### src/rtl/mult_div_unit_pkg.sv
// Shared definitions for the iterative multiply/divide unit: op codes,
// controller states and the iteration count.
package mult_div_unit_pkg;

    localparam int MDU_ITER = 32;

    typedef enum logic [1:0] {
        MDU_MULT  = 2'b00,
        MDU_MULTU = 2'b01,
        MDU_DIV   = 2'b10,
        MDU_DIVU  = 2'b11
    } mdu_op_e;

    typedef enum logic [1:0] {
        ST_IDLE = 2'd0,
        ST_RUN  = 2'd1,
        ST_DONE = 2'd2
    } mdu_state_e;

    function automatic logic op_is_div(input mdu_op_e op);
        return (op == MDU_DIV) || (op == MDU_DIVU);
    endfunction

    function automatic logic op_is_signed(input mdu_op_e op);
        return (op == MDU_MULT) || (op == MDU_DIV);
    endfunction

endpackage

### src/rtl/mult_div_unit_mdu_step.sv
// One iteration of the unsigned magnitude datapath.
// Multiply: part_hi:part_lo is the running product with the multiplier in
// the low half; operand is the multiplicand (shift-add, LSB first).
// Divide: part_hi is the partial remainder, part_lo holds the dividend bits
// still to be consumed and collects quotient bits; operand is the divisor
// (restoring shift-subtract, MSB first).
module mdu_step
    import mult_div_unit_pkg::*;
#(
    parameter int WIDTH = MDU_ITER
) (
    input  mdu_op_e          op,
    input  logic [WIDTH-1:0] part_hi,
    input  logic [WIDTH-1:0] part_lo,
    input  logic [WIDTH-1:0] operand,
    output logic [WIDTH-1:0] next_hi,
    output logic [WIDTH-1:0] next_lo
);

    logic [WIDTH:0] sum;
    logic [WIDTH:0] shifted;

    // Compute both candidate updates and select by operation class.
    always_comb begin
        sum     = {1'b0, part_hi} + (part_lo[0] ? {1'b0, operand} : '0);
        shifted = {part_hi, part_lo[WIDTH-1]};
        next_hi = sum[WIDTH:1];
        next_lo = {sum[0], part_lo[WIDTH-1:1]};
        if (op_is_div(op)) begin
            if (shifted >= {1'b0, operand}) begin
                // Difference is below the divisor, so it fits in WIDTH bits.
                next_hi = shifted[WIDTH-1:0] - operand;
                next_lo = {part_lo[WIDTH-2:0], 1'b1};
            end else begin
                next_hi = shifted[WIDTH-1:0];
                next_lo = {part_lo[WIDTH-2:0], 1'b0};
            end
        end
    end

endmodule

### src/rtl/mult_div_unit.sv
// Iterative MULT/MULTU/DIV/DIVU unit holding the architectural HI/LO pair.
// Handshake: start is a request that is accepted on any rising edge where
// busy=0 (IDLE or DONE); a request while busy=1 is dropped without effect.
// done pulses for one cycle when hi/lo carry the new result. Operands are
// converted to magnitudes on acceptance and the sign is fixed on the last step.
module mult_div_unit
    import mult_div_unit_pkg::*;
#(
    parameter int WIDTH = MDU_ITER
) (
    input  logic             clk,
    input  logic             rst_n,
    input  logic             start,
    input  logic [1:0]       op,
    input  logic [WIDTH-1:0] a,
    input  logic [WIDTH-1:0] b,
    input  logic             hi_we,
    input  logic             lo_we,
    input  logic [WIDTH-1:0] wdata,
    output logic             busy,
    output logic             done,
    output logic             div_by_zero,
    output logic [WIDTH-1:0] hi,
    output logic [WIDTH-1:0] lo,
    output logic [1:0]       state_dbg
);

    localparam int CW = $clog2(WIDTH);

    mdu_state_e         state_q, state_d;
    logic [CW-1:0]      count_q;
    mdu_op_e            op_q;
    logic [WIDTH-1:0]   work_hi_q, work_lo_q, operand_q;
    logic               sign_a_q, neg_q_q, bzero_q, dbz_q;
    logic [WIDTH-1:0]   hi_q, lo_q;

    mdu_op_e            op_in;
    logic               accept, last_step, in_signed, a_neg, b_neg;
    logic [WIDTH-1:0]   mag_a, mag_b;
    logic [WIDTH-1:0]   step_hi, step_lo;
    logic [2*WIDTH-1:0] prod, prod_fix;
    logic [WIDTH-1:0]   res_hi, res_lo;

    assign op_in     = mdu_op_e'(op);
    assign accept    = start && (state_q != ST_RUN);
    assign last_step = (state_q == ST_RUN) && (count_q == CW'(WIDTH - 1));
    assign in_signed = op_is_signed(op_in);
    assign a_neg     = in_signed && a[WIDTH-1];
    assign b_neg     = in_signed && b[WIDTH-1];
    assign mag_a     = a_neg ? -a : a;
    assign mag_b     = b_neg ? -b : b;

    assign hi          = hi_q;
    assign lo          = lo_q;
    assign div_by_zero = dbz_q;
    assign state_dbg   = state_q;

    mdu_step #(.WIDTH(WIDTH)) u_step (
        .op      (op_q),
        .part_hi (work_hi_q),
        .part_lo (work_lo_q),
        .operand (operand_q),
        .next_hi (step_hi),
        .next_lo (step_lo)
    );

    // Sign fix-up of the final step; a zero divisor forces the quotient to
    // all ones, while the remainder path already reproduces the dividend.
    always_comb begin
        prod     = {step_hi, step_lo};
        prod_fix = neg_q_q ? -prod : prod;
        res_hi   = prod_fix[2*WIDTH-1:WIDTH];
        res_lo   = prod_fix[WIDTH-1:0];
        if (op_is_div(op_q)) begin
            res_hi = sign_a_q ? -step_hi : step_hi;
            res_lo = bzero_q ? '1 : (neg_q_q ? -step_lo : step_lo);
        end
    end

    // Controller state register.
    always_ff @(posedge clk or negedge rst_n) begin
        if (!rst_n) state_q <= ST_IDLE;
        else        state_q <= state_d;
    end

    // Next-state and status outputs.
    always_comb begin
        state_d = state_q;
        busy    = 1'b0;
        done    = 1'b0;
        unique case (state_q)
            ST_IDLE: if (start) state_d = ST_RUN;
            ST_RUN: begin
                busy = 1'b1;
                if (last_step) state_d = ST_DONE;
            end
            ST_DONE: begin
                done    = 1'b1;
                state_d = start ? ST_RUN : ST_IDLE;
            end
            default: state_d = ST_IDLE;
        endcase
    end

    // Operand capture, iteration, result commit and MTHI/MTLO writes.
    always_ff @(posedge clk or negedge rst_n) begin
        if (!rst_n) begin
            count_q   <= '0;
            op_q      <= MDU_MULT;
            work_hi_q <= '0;
            work_lo_q <= '0;
            operand_q <= '0;
            sign_a_q  <= 1'b0;
            neg_q_q   <= 1'b0;
            bzero_q   <= 1'b0;
            dbz_q     <= 1'b0;
            hi_q      <= '0;
            lo_q      <= '0;
        end else if (accept) begin
            count_q   <= '0;
            op_q      <= op_in;
            work_hi_q <= '0;
            work_lo_q <= op_is_div(op_in) ? mag_a : mag_b;
            operand_q <= op_is_div(op_in) ? mag_b : mag_a;
            sign_a_q  <= a_neg;
            neg_q_q   <= a_neg ^ b_neg;
            bzero_q   <= (b == '0);
            dbz_q     <= 1'b0;
        end else if (state_q == ST_RUN) begin
            count_q   <= count_q + CW'(1);
            work_hi_q <= step_hi;
            work_lo_q <= step_lo;
            if (last_step) begin
                hi_q  <= res_hi;
                lo_q  <= res_lo;
                dbz_q <= op_is_div(op_q) && bzero_q;
            end
        end else begin
            if (hi_we) hi_q <= wdata;
            if (lo_we) lo_q <= wdata;
        end
    end

endmodule

### config.mk
export PLATFORM = sky130hd
export DESIGN_NAME = mult_div_unit
export DESIGN_NICKNAME = d
export VERILOG_FILES = /design/src/rtl/mult_div_unit_pkg.sv /design/src/rtl/mult_div_unit_mdu_step.sv /design/src/rtl/mult_div_unit.sv
export SDC_FILE = /design/constraint.sdc
export NUM_CORES = 1
export LEC_CHECK = 0
export CORE_MARGIN = 2
export CORE_UTILIZATION = 40
export CTS_CLUSTER_SIZE = 25
export DETAILED_ROUTE_END_ITERATION = 10
export SLEW_MARGIN = 10
export SYNTH_ARGS = -nofsm -noshare
export SYNTH_HDL_FRONTEND = slang
export SYNTH_SLANG_ARGS = --single-unit
### constraint.sdc
create_clock -name clk -period 8.79 [get_ports clk]
set_clock_uncertainty 0.15 [all_clocks]
set_input_delay 1.758 -clock clk [delete_from_list [all_inputs] [get_ports clk]]
set_output_delay 1.758 -clock clk [all_outputs]
set_load 0.01 [all_outputs]
==> summary.md, run 1 <==
| Metric | Value |
|---|---|
| R2R depth | `20` |
| Slowest CP cell | `or2_2` |
| Yosys Warn Count | `0` |
| DP HPWL | `53.25 mm` |
| CTS buffer count | `17` |
| Dominant cells by area after synthesis | `dfrtp_1 (26%), o21ai_0 (6.7%), a21oi_1 (5.9%), nand2_1 (5.3%), ha_1 (5.3%)` |
| Worst skew pair latency | `0.47 ns` |
| Share of layout cells above drive strength 1 | `5.722%` |
| Fin nets | `2,469` |
| EDFF count, synth | `0` |
| Worst Tran Pin Value | `1.189 ns` |
| Root buf cell | `clkbuf_16` |
| Drt initial violations | `1,752` |
| CTS tree | `done` |
| Register area share after synthesis | `25.86%` |
| Post-CTS Setup Bufs | `0` |
| Hold_sp | `lo[31]$_DFFE_PN0P_` |
| Final Max Tran Viols | `0` |
| Setup crit end kind | `flip-flop` |
| Average wire per standard cell | `24.57 um` |
| Core footprint | `40,920 um^2` |
| Syn Inst Count | `2,212` |
| Tot GR Track Use | `31.48%` |
| Post-route antenna net violation count | `0` |
| Synth top area share | `25.86%` |
| Area of the die | `43,260 um^2` |
| Rel. slew slack | `20.53%` |
| CP startpoint kind | `flip-flop` |
| Crit path from | `work_hi_q[21]$_DFFE_PN0P_` |
| Worst Path Arrival | `7.13 ns` |
| Max Clock Freq | `0.1452 GHz` |
| GP Congestion | `0.9838` |
| Syn Nets | `2,387` |
| Seq cells post-synth | `172` |
| Area growth syn-to-layout | `15.76%` |
| Cell taking the most area after synthesis | `dfrtp_1` |
| Post-CTS Resized | `0` |
| DRT Pass-1 Iters | `5` |
| Drt via density | `6.341` |
| # hold bufs at CTS | `0` |
| Worst path required time | `9.04 ns` |
| Initial antenna violation count | `4` |
| Starting Density | `40.67%` |
| Hold Path Depth | `2` |
| Row count | `74` |
| Max-cap violations | `0` |
| Status | `finished, final reports clean` |
| Avg Cell Area, Syn | `7.525 um^2` |
| Main flop type after synthesis | `dfrtp_1` |
| Setup TNS | `0 ns` |
| Global-route wire length before repair | `104.8 mm` |
| Crit-path max FO | `24` |
| Final critical-path share of the clock period | `78.36%` |
| Ys async rst share | `100.0%` |
| H-tree Lvls | `4` |
| Die X | `208.0 um` |
| Synthesized cell area | `16,640 um^2` |
| DRT Wirelength | `69.74 mm` |
| Via count | `18,000` |
| Vias in the first global route | `16,820` |
| RSZ-0062 raised after global routing | `false` |
| Antenna cells | `0` |
| Residual DRC count | `0` |
| Worst min-delay path class | `flip-flop to flip-flop` |
| Worst path cell trace | `ha_1 -> a21oi_1 -> o21ai_1 -> a211oi_2 -> or2_2 -> nand4_1 -> o21ai_0 -> ha_1 -> nor3b_1 -> o221ai_1 -> or3_1 -> or3_1 -> o21a_1 -> nor2_1 -> a21boi_0 -> nor3_1 -> nand2_1 -> o31a_1 -> o311a_1 -> o21ai_1` |
| Clock Sinks | `172` |
| Post-synth cell types | `97` |
| Final setup violation count | `0` |
| Top Ports | `172` |
| CTS max path bufs | `2` |
| Kind of critical path | `flip-flop to flip-flop` |
| Clock period minus worst slack | `6.888 ns` |
| I/O Buffers | `171` |
| Total gr overflow | `0` |
| Worst R2R Start | `work_hi_q[21]$_DFFE_PN0P_` |
| CP peak stage delay | `0.62 ns` |
| Largest net degree at the start of global routing | `107` |
| Die Ht | `208.0 um` |
| Hold Fails Final Rpt | `0` |
| Clock transition at path regs | `0.07 ns` |
stage by stage:
stage | std cells | instance area, um^2 | setup WS (ns) | utilization [%] | hold WS, ns
floorplan | 2212 | 16640 | 2.533 | - | 0.2929
global placement | 2807 | 18710 | 2.334 | 45.72 | 0.3155
detailed placement | 2807 | 18710 | 2.100 | 45.72 | 0.3203
CTS | 2839 | 19270 | 2.058 | 47.08 | 0.3370
global route | 2839 | 19270 | 1.411 | 47.08 | 0.3658
finish | 2839 | 19270 | 1.902 | 47.08 | 0.3350
cells in the mapped netlist (all sizes together), types with 11 or more instances:
cell    instances
nand4          33
nor2b          28
o31ai          25
a21o           21
or3            23
xnor2          73
o311ai         11
o21ai         230
a211oi         61
buf            32
nor4           27
a21oi         197
or2            12
xor2           62
o21a           16
nand2b         12
ha             70
and2           45
or4            13
o22ai          29
nor3           64
inv            83
nand2         237
nor2          177
o41ai          11
o221ai         12
mux2i          42
nand3          54
and3           25
a21boi         11
a31oi          33
dfrtp         172
clkbuf        106
o211ai         25
path summary, 6_finish.rpt:
kind	slack, ns	end
setup / recovery	1.90	hi[26]$_DFFE_PN0P_
hold / removal	0.33	lo[31]$_DFFE_PN0P_
setup reg to reg	1.90	hi[26]$_DFFE_PN0P_
hold reg to reg	0.33	lo[31]$_DFFE_PN0P_
max in group asynchronous	5.93	work_lo_q[26]$_DFFE_PN0P_
min in group asynchronous	1.14	work_hi_q[18]$_DFFE_PN0P_
per-layer routing:
metal  GRT usage, %  share of wire, %  vias to the layer above
met1          42.62                43                     8764
met4          12.23               4.1                        0
met3          5.600               7.7                      119
met2          49.87                45                      792
li1               -                 -                     8328
met5              0                 0                        -
state kept, by name, summed over array words and instances (netlist names), 2 cells and up:
signal,flops
hi,32
lo,32
operand_q,32
work_hi_q,32
work_lo_q,32
count_q,5
state_dbg,2
worst max-delay path, delay by kind of cell (launching register included):
| kind | cells | cell delay (ns) |
|---|---|---|
| adders and majority gates | 2 | 0.67 |
| DFF | 1 | 0.43 |
| AOI/OAI and AO/OA | 10 | 2.58 |
| and+or+nand+nor | 8 | 2.98 |
cell families (layout without fill, tap and decap cells):
| kind of cell | count (synthesis) | count (layout) | synth area share (%) |
|---|---|---|---|
| AOI/OAI and AO/OA | 781 | 781 | 30.08 |
| xor gates and xnor gates | 135 | 135 | 7.104 |
| adders and majority gates | 72 | 72 | 5.503 |
| buffers and inverters | 222 | 317 | 5.307 |
| DFF | 172 | 172 | 25.86 |
| muxes | 50 | 50 | 3.067 |
| and+or+nand+nor | 780 | 780 | 23.08 |
cells in the final DEF (no fill, tap or decap), types with 9 or more instances in the layout:
master           count
a31oi_1             33
mux2i_1             42
dfrtp_1            171
o41ai_1             11
buf_4               30
or2_2               11
o22a_1              10
nand3_1             54
nand4_1             32
a31o_2              10
a21boi_0            11
a21o_1              20
ha_1                70
clkbuf_16           17
and3_1              25
o221ai_1            10
a211oi_1            59
clkdlybuf4s50_1    169
o21bai_1             9
inv_1               81
a21oi_1            193
nor2_1             176
nand2_1            237
nor3b_1             10
o31ai_1             24
o211ai_1            25
xor2_1              62
o21a_1              16
nor4_1              24
nand2b_1            11
o21ai_0            223
xnor2_1             73
o22ai_1             27
nor2b_1             28
or3_1               23
nor3_1              62
and2_1              45
or4_1               13
layout make-up:
| class | count | area, um^2 |
|---|---|---|
| inverter | 84 | 319.1 |
| clock buffer | 19 | 452.9 |
| multi-input combinational | 1818 | 11480 |
| clock inverter | 13 | 106.4 |
| tap | 532 | 665.6 |
| timing repair buffer | 201 | 1933 |
| sequential | 172 | 4308 |
| fill | 4155 | 21660 |
Power of run 1 is left out: the tool's default activity adds up to more than one toggle a clock period on the data nets, which glitch-free logic cannot reach.
==> run 2, diff against run 1 <==
Clock period 8.79 ns to 6.9 ns, I/O delays scaled along.
==> run 2 against run 1 <==
- register-to-register slack lost 1.1 ns
- sequential cell count is the same
- design area grew 0.41%
- worst setup slack lost 1.1 ns
- hold slack lost 0.00059 ns
- utilization grew 0.19 points
- sequential share of layout area shrank 0.091 points
- critical path type unchanged
- largest cell class unchanged
- highest routed layer is now met5
==> summary.md, run 2 (synthesis results as in run 1) <==
| Metric | Value |
|---|---|
| Status | `finished, final reports clean` |
| Placed cell area | `18,780 um^2 (+0.39%)` |
| DRT Pass-1 Iters | `6 (+1)` |
| CTS buffer count | `17 (unchanged)` |
| Share of layout cells above drive strength 1 | `5.959% (+0.24 points)` |
| GP Congestion | `0.9781 (-0.58%)` |
| Final critical-path share of the clock period | `88.17% (+9.8 points)` |
| Initial antenna violation count | `1 (-3)` |
| # hold bufs at CTS | `0 (unchanged)` |
| Drt via density | `6.283 (-0.92%)` |
| Crit-path max FO | `10 (-58%)` |
| Kind of critical path | `flip-flop to flip-flop` |
| Largest net degree at the start of global routing | `106 (-0.93%)` |
| Worst Path Arrival | `6.33 ns (-0.80 ns)` |
| Clock period minus worst slack | `6.084 ns (-0.8043 ns)` |
| CTS max path bufs | `2 (unchanged)` |
| I/O Buffers | `171 (unchanged)` |
| Worst path required time | `7.14 ns (-1.90 ns)` |
| Top Ports | `172 (unchanged)` |
| H-tree Lvls | `4 (unchanged)` |
| Hold_sp | `hi[11]$_DFFE_PN0P_` |
| Die Ht | `208.0 um (unchanged)` |
| Worst min-delay path class | `flip-flop to flip-flop` |
| Hold Fails Final Rpt | `0 (unchanged)` |
| DP HPWL | `54.04 mm (+1.5%)` |
| Rel. slew slack | `19.61% (-0.92 points)` |
| Die X | `208.0 um (unchanged)` |
| Antenna cells | `0 (unchanged)` |
| RR Endpoint | `hi[26]$_DFFE_PN0P_` |
| Residual DRC count | `0 (unchanged)` |
| DRT Wirelength | `70.04 mm (+0.43%)` |
| R2R Setup Slk | `0.82 ns (-1.09 ns)` |
| Worst R2R Start | `operand_q[22]$_DFFE_PN0P_` |
| Commonest non-fill, non-tap cells in the layout | `nand2_1 (237), o21ai_0 (223), a21oi_1 (193)` |
| Multi-input logic area | `11,480 um^2 (about the same)` |
| Fin nets | `2,478 (+0.36%)` |
| Final Max Tran Viols | `0 (unchanged)` |
| Area growth syn-to-layout | `16.24%` |
| Fillers | `4,111 (-1.1%)` |
| Worst Tran Pin Value | `1.206 ns (+0.01664 ns)` |
| Clock transition at path regs | `0.08 ns (about the same)` |
| Vias in the first global route | `17,130 (+1.8%)` |
| Via count | `17,890 (-0.61%)` |
| Hold Path Depth | `1 (-1)` |
| Average wire per standard cell | `24.59 um (+0.11%)` |
| CTS tree | `done` |
| Root buf cell | `clkbuf_16` |
| Pre-CTS setup slack | `0.9704 ns (-1.129 ns)` |
| Max Clock Freq | `0.1644 GHz (+13%)` |
| Post-CTS Setup Bufs | `0 (unchanged)` |
| Area of the die | `43,260 um^2 (unchanged)` |
| Hold worst-path end | `hi[11]$_DFFE_PN0P_` |
| Setup crit end kind | `flip-flop` |
| Post-CTS Resized | `0 (unchanged)` |
| Tot GR Track Use | `31.85% (+0.37 points)` |
| Max-cap violations | `0 (unchanged)` |
| Core footprint | `40,920 um^2 (unchanged)` |
| Worst skew pair latency | `0.47 ns (about the same)` |
| Design area | `19,350 um^2 (+0.41%)` |
| RSZ-0062 raised after global routing | `false` |
| R2R depth | `21 (+5.0%)` |
| CP startpoint kind | `flip-flop` |
| Total gr overflow | `0 (unchanged)` |
| Post-route setup slack | `0.8160 ns (-1.086 ns)` |
| Row count | `74 (unchanged)` |
| Setup TNS | `0 ns (unchanged)` |
| Final setup violation count | `0 (unchanged)` |
| Clock Sinks | `172 (unchanged)` |
| Post-route antenna net violation count | `0 (unchanged)` |
| Starting Density | `40.67% (unchanged)` |
| Global-route wire length before repair | `106.3 mm (+1.4%)` |
| Most common cell after layout, fill and taps aside | `nand2_1` |
| Drt initial violations | `1,832 (+4.6%)` |
| Sequential cell area | `4308 um^2 (unchanged)` |
-- run 2: stage by stage --
stage	hold slack, ns	utilization [%]	cells
after floorplan	0.2929	-	2212
after CTS	0.3363	47.28	2848
after global routing	0.3628	47.28	2848
after detailed placement	0.3195	45.89	2816
final	0.3344	47.28	2848
after global placement	0.3173	45.89	2816
-- run 2: per-layer routing --
layer  wire length, um  global-route usage (%)  part of all wire, %  vias to the layer above
li1                  -                       -                    -                     8363
met1             30790                   43.42                   44                     8646
met2             30890                   49.16                   44                      755
met3              5601                   6.626                  8.0                      128
met4              2751                   12.81                  3.9                        2
met5                 9                       0                0.013                        -
-- run 2: worst max-delay path by stage --
| stage | cells past startpoint | startpoint | slack (ns) | endpoint |
|---|---|---|---|---|
| global route | 21 | operand_q[18]$_DFFE_PN0P_ | 0.28 | hi[26]$_DFFE_PN0P_ |
| global placement | 20 | work_hi_q[0]$_DFFE_PN0P_ | 1.08 | hi[26]$_DFFE_PN0P_ |
| finish | 21 | operand_q[22]$_DFFE_PN0P_ | 0.82 | hi[26]$_DFFE_PN0P_ |
| CTS | 20 | work_hi_q[0]$_DFFE_PN0P_ | 0.93 | hi[26]$_DFFE_PN0P_ |
| detailed placement | 20 | work_hi_q[0]$_DFFE_PN0P_ | 0.97 | hi[26]$_DFFE_PN0P_ |
| floorplan | 23 | op_q[1]$_DFFE_PN0P_ | 0.64 | hi[26]$_DFFE_PN0P_ |
-- run 2: layout make-up --
| type | count | area share (%) |
|---|---|---|
| clock buffers | 19 | 2.289 |
| clock inverters | 13 | 0.6338 |
| inverters | 84 | 1.643 |
| multi-input cells | 1818 | 59.32 |
| flip-flops and latches | 172 | 22.27 |
| well taps | 532 | 3.440 |
| repair buffers | 210 | 10.41 |
-- run 2: worst max-delay path, cell delays in order, from the launching register on --
cell,delay (ns)
dfrtp_1,0.37
inv_1,0.06
ha_1,0.42
a21oi_1,0.28
o21ai_1,0.20
a211oi_2,0.45
or2_2,0.20
nand4_1,0.28
o21ai_0,0.29
ha_1,0.27
nor3b_1,0.26
o221ai_1,0.22
or3_1,0.47
or3_1,0.45
o21a_1,0.30
nor2_1,0.14
a21boi_0,0.16
nor3_1,0.23
nand2_1,0.12
o31a_1,0.27
o311a_1,0.28
o21ai_1,0.12
Power of run 2 is left out for the same reason.
